## src/rtl/fround_pack.sv

```systemverilog
// fround_pack: rounding/packing stage that sits directly behind fadd_sub.
// Takes an unrounded sign/exponent/fraction plus guard/round/sticky bits, applies the selected
// IEEE-754 rounding mode and emits a packed word with inexact/overflow flags.
// The stage uses the same level en/ready handshake as fadd_sub: en is held until ready is seen.
//
// Ports
//   fpu_clk            clock, rising edge
//   fpu_rst_n          synchronous active-low reset
//   fround_en_i        request level; inputs are captured only when the stage is idle
//   fround_rm_i        rounding mode: 000 RNE, 001 RTZ, 010 RDN, 011 RUP, 100 RMM, others RNE
//   fround_sign_i      sign
//   fround_exp_i       biased exponent
//   fround_frac_i      stored fraction (no hidden bit)
//   fround_grs_i       {guard, round, sticky}
//   fround_result_o    packed {sign, exp, frac}
//   fround_inexact_o   result differs from exact value
//   fround_overflow_o  rounding carried the exponent to all-ones
//   fround_ready_o     result/flags valid; held while fround_en_i stays high
module fround_pack #(
  parameter int unsigned OPERAND_WIDTH  = 32,
  parameter int unsigned EXPONENT_WIDTH = 8,
  parameter int unsigned FRACTION_WIDTH = 23
) (
  input  logic                      fpu_clk,
  input  logic                      fpu_rst_n,
  input  logic                      fround_en_i,
  input  logic [2:0]                fround_rm_i,
  input  logic                      fround_sign_i,
  input  logic [EXPONENT_WIDTH-1:0] fround_exp_i,
  input  logic [FRACTION_WIDTH-1:0] fround_frac_i,
  input  logic [2:0]                fround_grs_i,
  output logic [OPERAND_WIDTH-1:0]  fround_result_o,
  output logic                      fround_inexact_o,
  output logic                      fround_overflow_o,
  output logic                      fround_ready_o
);

  localparam int unsigned EW = EXPONENT_WIDTH;
  localparam int unsigned FW = FRACTION_WIDTH;
  localparam int unsigned OW = OPERAND_WIDTH;

  localparam logic [EW-1:0] ExpOnes = '1;
  localparam logic [EW-1:0] ExpOne  = {{(EW-1){1'b0}}, 1'b1};

  localparam logic [2:0] RmRtz = 3'b001;
  localparam logic [2:0] RmRdn = 3'b010;
  localparam logic [2:0] RmRup = 3'b011;
  localparam logic [2:0] RmRmm = 3'b100;

  localparam logic [1:0] StIdle  = 2'd0;
  localparam logic [1:0] StRound = 2'd1;
  localparam logic [1:0] StNorm  = 2'd2;
  localparam logic [1:0] StDone  = 2'd3;

  logic [1:0]    state_q, state_d;
  logic [2:0]    rm_q, rm_d;
  logic          sign_q, sign_d;
  logic [EW-1:0] exp_q, exp_d;
  logic [FW-1:0] frac_q, frac_d;
  logic [2:0]    grs_q, grs_d;
  logic          inx_q, inx_d;
  logic [FW:0]   sum_q, sum_d;
  logic [OW-1:0] result_q, result_d;
  logic          inexact_q, inexact_d;
  logic          overflow_q, overflow_d;
  logic          ready_q, ready_d;

  logic          special;
  logic          inexact_calc;
  logic          inc;
  logic [EW-1:0] exp_r;
  logic [FW-1:0] frac_r;
  logic          ovf;

  always_comb begin
    state_d      = state_q;
    rm_d         = rm_q;
    sign_d       = sign_q;
    exp_d        = exp_q;
    frac_d       = frac_q;
    grs_d        = grs_q;
    inx_d        = inx_q;
    sum_d        = sum_q;
    result_d     = result_q;
    inexact_d    = inexact_q;
    overflow_d   = overflow_q;
    ready_d      = ready_q;
    // Inf/NaN operands pass through untouched.
    special      = (exp_q == ExpOnes);
    inexact_calc = 1'b0;
    inc          = 1'b0;
    exp_r        = exp_q;
    frac_r       = frac_q;
    ovf          = 1'b0;

    case (state_q)
      StIdle: begin
        result_d   = '0;
        inexact_d  = 1'b0;
        overflow_d = 1'b0;
        ready_d    = 1'b0;
        if (fround_en_i) begin
          rm_d    = fround_rm_i;
          sign_d  = fround_sign_i;
          exp_d   = fround_exp_i;
          frac_d  = fround_frac_i;
          grs_d   = fround_grs_i;
          state_d = StRound;
        end
      end

      StRound: begin
        if (!fround_en_i) begin
          state_d = StIdle;
        end else begin
          inexact_calc = ~special & (|grs_q);
          case (rm_q)
            RmRtz:   inc = 1'b0;
            RmRdn:   inc = sign_q & inexact_calc;
            RmRup:   inc = ~sign_q & inexact_calc;
            RmRmm:   inc = grs_q[2];
            default: inc = grs_q[2] & (grs_q[1] | grs_q[0] | frac_q[0]);
          endcase
          if (special) inc = 1'b0;
          inx_d   = inexact_calc;
          sum_d   = {1'b0, frac_q} + {{FW{1'b0}}, inc};
          state_d = StNorm;
        end
      end

      StNorm: begin
        if (!fround_en_i) begin
          state_d = StIdle;
        end else begin
          if (special) begin
            exp_r  = exp_q;
            frac_r = frac_q;
          end else if (sum_q[FW]) begin
            // Fraction carry-out bumps the exponent; this also lifts a subnormal to exp 1.
            exp_r  = exp_q + ExpOne;
            frac_r = '0;
          end else begin
            exp_r  = exp_q;
            frac_r = sum_q[FW-1:0];
          end
          ovf = ~special & (exp_r == ExpOnes);
          if (ovf) frac_r = '0;
          result_d   = OW'({sign_q, exp_r, frac_r});
          inexact_d  = inx_q;
          overflow_d = ovf;
          ready_d    = 1'b1;
          state_d    = StDone;
        end
      end

      default: begin
        if (!fround_en_i) begin
          result_d   = '0;
          inexact_d  = 1'b0;
          overflow_d = 1'b0;
          ready_d    = 1'b0;
          state_d    = StIdle;
        end
      end
    endcase
  end

  always_ff @(posedge fpu_clk) begin
    if (!fpu_rst_n) begin
      state_q    <= StIdle;
      rm_q       <= '0;
      sign_q     <= 1'b0;
      exp_q      <= '0;
      frac_q     <= '0;
      grs_q      <= '0;
      inx_q      <= 1'b0;
      sum_q      <= '0;
      result_q   <= '0;
      inexact_q  <= 1'b0;
      overflow_q <= 1'b0;
      ready_q    <= 1'b0;
    end else begin
      state_q    <= state_d;
      rm_q       <= rm_d;
      sign_q     <= sign_d;
      exp_q      <= exp_d;
      frac_q     <= frac_d;
      grs_q      <= grs_d;
      inx_q      <= inx_d;
      sum_q      <= sum_d;
      result_q   <= result_d;
      inexact_q  <= inexact_d;
      overflow_q <= overflow_d;
      ready_q    <= ready_d;
    end
  end

  assign fround_result_o   = result_q;
  assign fround_inexact_o  = inexact_q;
  assign fround_overflow_o = overflow_q;
  assign fround_ready_o    = ready_q;

endmodule

```

## config.mk

```make
export PLATFORM = sky130hd
export DESIGN_NAME = fround_pack
export DESIGN_NICKNAME = d
export VERILOG_FILES = /design/src/rtl/fround_pack.sv
export SDC_FILE = /design/constraint.sdc
export NUM_CORES = 1
export LEC_CHECK = 0
export CORE_MARGIN = 2
export CORE_UTILIZATION = 40
export CTS_BUF_LIST = sky130_fd_sc_hd__clkbuf_8
export DETAILED_ROUTE_END_ITERATION = 8
export DONT_BUFFER_PORTS = 1
export PLACE_DENSITY_LB_ADDON = 0.25
export SLEW_MARGIN = 20
export SYNTH_ARGS = -nofsm -noshare
export SYNTH_HDL_FRONTEND = slang
export SYNTH_SLANG_ARGS = --single-unit
```

## constraint.sdc

```tcl
create_clock -name fpu_clk -period 4.2 [get_ports fpu_clk]
set_input_delay 0.42 -clock fpu_clk [delete_from_list [all_inputs] [get_ports fpu_clk]]
set_output_delay 0.42 -clock fpu_clk [all_outputs]
set_load 0.01 [all_outputs]
```

==> impl_metrics.ini <==
[outcome]
outcome = completed

[timing]
setup_tns_ns = 0
hold_viol_final = 0
max_slew_margin_pct = 27.7
drv_slew = 0
fin_skew_ns = 0.0127
setup_viol_count_final = 0
fin_crit_sh_pct = 68.4
rsz0062_at_grt = false
fin_crit_ns = 2.87
fmax_ghz = 0.348
tightest_slew_ns = 1.08

[synth]
ys_ff_latch = 100
syn_area_per_cell_sq_um = 8.13
synth_common_cells = nand2_1, dfxtp_1, a21oi_1
synth_nets = 615
netlist_area_sq_um = 4640
ys_warn_count = 0
synth_top_area_cell = dfxtp_1
yosysSeqAreaShare_pct = 43.1
ys_top_cells_by_area = dfxtp_1, nand2_1, a21oi_1
synth.distinct_cells = 52
syn_inst = 571
synth_edf_count = 0
ys_async_sr_fraction_pct = 0
yosysTopAreaCellShare_pct = 43.1
yosysMostFrequentCell = nand2_1
yosys_most_used_dff = dfxtp_1

[drt]
postRouteAntennaNets = 0
drt-total-wl_microns = 10800
first_pass_iters = 5
wl_per_cell_microns = 15.6
drc = 0
vias_per_cell = 5.38
drtIter0Drc = 296
vias = 3730

[global_routing]
grt.overflow.total = 0
track_usage_pct = 17.7
grt_pass1_vias = 3359
grtUsageMet3_pct = 4.84
antenna_found_initial = 0
grt_pass1_wl_microns = 18000
met1_usage_pct = 27.6
grt.met2_usage_pct = 22.3
grt.busiest_layer = met1
grt_max_degree = 65

[critical_path]
endpoint = sum_q[18]
worstPathArrival_ns = 3.18
startpoint = exp_q[0]
crit_path_end_kind = register
critical_path_depth = 12
cp_slowest_cell = nor4_2
critPathMostFrequentCell = ha_1
worst-path-buf-inv = 1
critical_path.top_delay_family = simple AND/OR/NAND/NOR gates
max_stage_delay_ns = 0.46
rr_worst_depth = 12
critPathLaunchType = register
ff2ff_setup_slack_ns = 1.33
worstPathRequired_ns = 4.51
cp_max_fo = 47
crit_type = reg -> reg
rr_endpoint = sum_q[18]
cp_cell_sequence = ha_1 -> nand4_2 -> nor2_2 -> buf_4 -> nor2_1 -> ha_1 -> ha_1 -> nand3_1 -> nor4_2 -> nand4_1 -> xor2_1 -> a21oi_1
reg2reg_from = exp_q[0]

[clocking]
numCtsBuffers = 9
htreeDepth = 3
cts_tree = built
post_cts_resized = 0
clkLatencyLatePin_ns = 0.38
cts_setup_buffers = 0
cts_root_buffer = clkbuf_8
cts_max_path_buffers = 2
path_clk_slew_ns = 0.09
cts_hold_buf = 0
numClockSinks = 100

[layout]
nets = 592
synthToLayoutAreaGrowth_pct = 5.55
diodes = 0
drive_gt1_share_pct = 10.5
stdcell_count = 693

[floorplan]
num_rows = 39
die_area_sq_um = 12500
boundaryPins = 76
floorplan.die.height_microns = 112
start_util_pct = 40.8
coreArea_sq_um = 11400
die_x_microns = 112

[place]
portBuffers = 0
routabilityCongestion = 0.874
dp_cells = 680
dp_hpwl_microns = 7470

[worst_hold_path]
holdPathStages = 2
hold_class = in -> reg

[run]
drv_cap = 0

[power_and_ir_drop]
power.density_nw_per_um2 = 372
p_leak_nw = 1.65
ir_drop_mv = 0.158
-- kinds of logic after synthesis --
logic type / share of synthesized area [%]
fa+ha+maj: 0.809
simple gates: 26.4
mux: 0.485
xor+xnor: 4.72
flops: 43.1
buf+inv: 4.34
compound gates: 20.1
-- placed cells by master, fill, tap and decap left out, drive strengths merged, types with 5 or more instances in the layout --
cell type / instances
nand2: 119
dfxtp: 100
o21ai: 63
a21oi: 58
nor2: 34
and2: 25
nor3b: 25
nand3: 14
xor2: 13
xnor2: 12
clkbuf: 11
a211oi: 11
nand4: 10
nor3: 8
buf: 6
a22oi: 5
-- through the flow --
| step | total power, mW | worst slack, ns | cell area (sq um) | hold WS (ns) | utilization, % |
|---|---|---|---|---|---|
| detailed placement | 1.16 | 1.35 | 4690 | 0.455 | 41.2 |
| CTS | 1.84 | 1.32 | 4900 | 0.158 | 43.1 |
| global placement | 1.16 | 1.45 | 4690 | 0.441 | 41.2 |
| global route | 1.90 | 1.00 | 4900 | 0.160 | 43.1 |
| finish | 1.82 | 1.33 | 4900 | 0.169 | 43.1 |
| floorplan | 1.13 | 1.58 | 4640 | 0.432 | - |
-- worst register-to-register path, stage by stage (launching register included) --
cell,delay [ns]
dfxtp_1,0.39
ha_1,0.27
nand4_2,0.17
nor2_2,0.06
buf_4,0.25
nor2_1,0.16
ha_1,0.22
ha_1,0.20
nand3_1,0.14
nor4_2,0.46
nand4_1,0.18
xor2_1,0.17
a21oi_1,0.14
-- power breakdown --
part | internal [mW] | leakage, nW | switching, mW | total, mW
logic | 0.0451 | 0.731 | 0.0717 | 0.117
clock network | 0.359 | 0.107 | 0.322 | 0.680
registers | 0.982 | 0.814 | 0.0432 | 1.03
total | 1.39 | 1.65 | 0.436 | 1.82
-- registers in the layout (all words and copies together) (netlist names) --
name               cells
state_q                2
grs_q                  3
exp_q                  8
fround_overflow_o      1
inx_q                  1
fround_ready_o         1
sign_q                 1
rm_q                   3
fround_result_o       32
sum_q                 24
fround_inexact_o       1
frac_q                23
-- worst min-delay path by stage --
stage | startpoint | endpoint | slack (ns)
after floorplan | sum_q[0] | sum_q[0] | 0.43
after global placement | sum_q[1] | sum_q[1] | 0.44
after detailed placement | sum_q[1] | sum_q[1] | 0.45
after CTS | fround_exp_i[3] | exp_q[3] | 0.16
after global routing | fround_frac_i[3] | frac_q[3] | 0.16
final | fround_rm_i[1] | rm_q[1] | 0.17
-- routing by layer --
layer | routed length, microns | share of wire [%] | vias up
li1 | - | - | 1911
met1 | 5670 | 53 | 1707
met2 | 4200 | 39 | 97
met3 | 726 | 6.7 | 15
met4 | 190 | 1.8 | 0
met5 | 0 | 0 | -
-- area by class of cell --
class,instances,area (sq um)
clock buffer,11,151
fill,1157,6470
clock inverter,2,60.1
multi-input combinational,428,2450
sequential,100,2000
timing repair buffer,6,45.0
tap,143,179
inverter,3,11.3
Power figures use the tool's default switching activity.
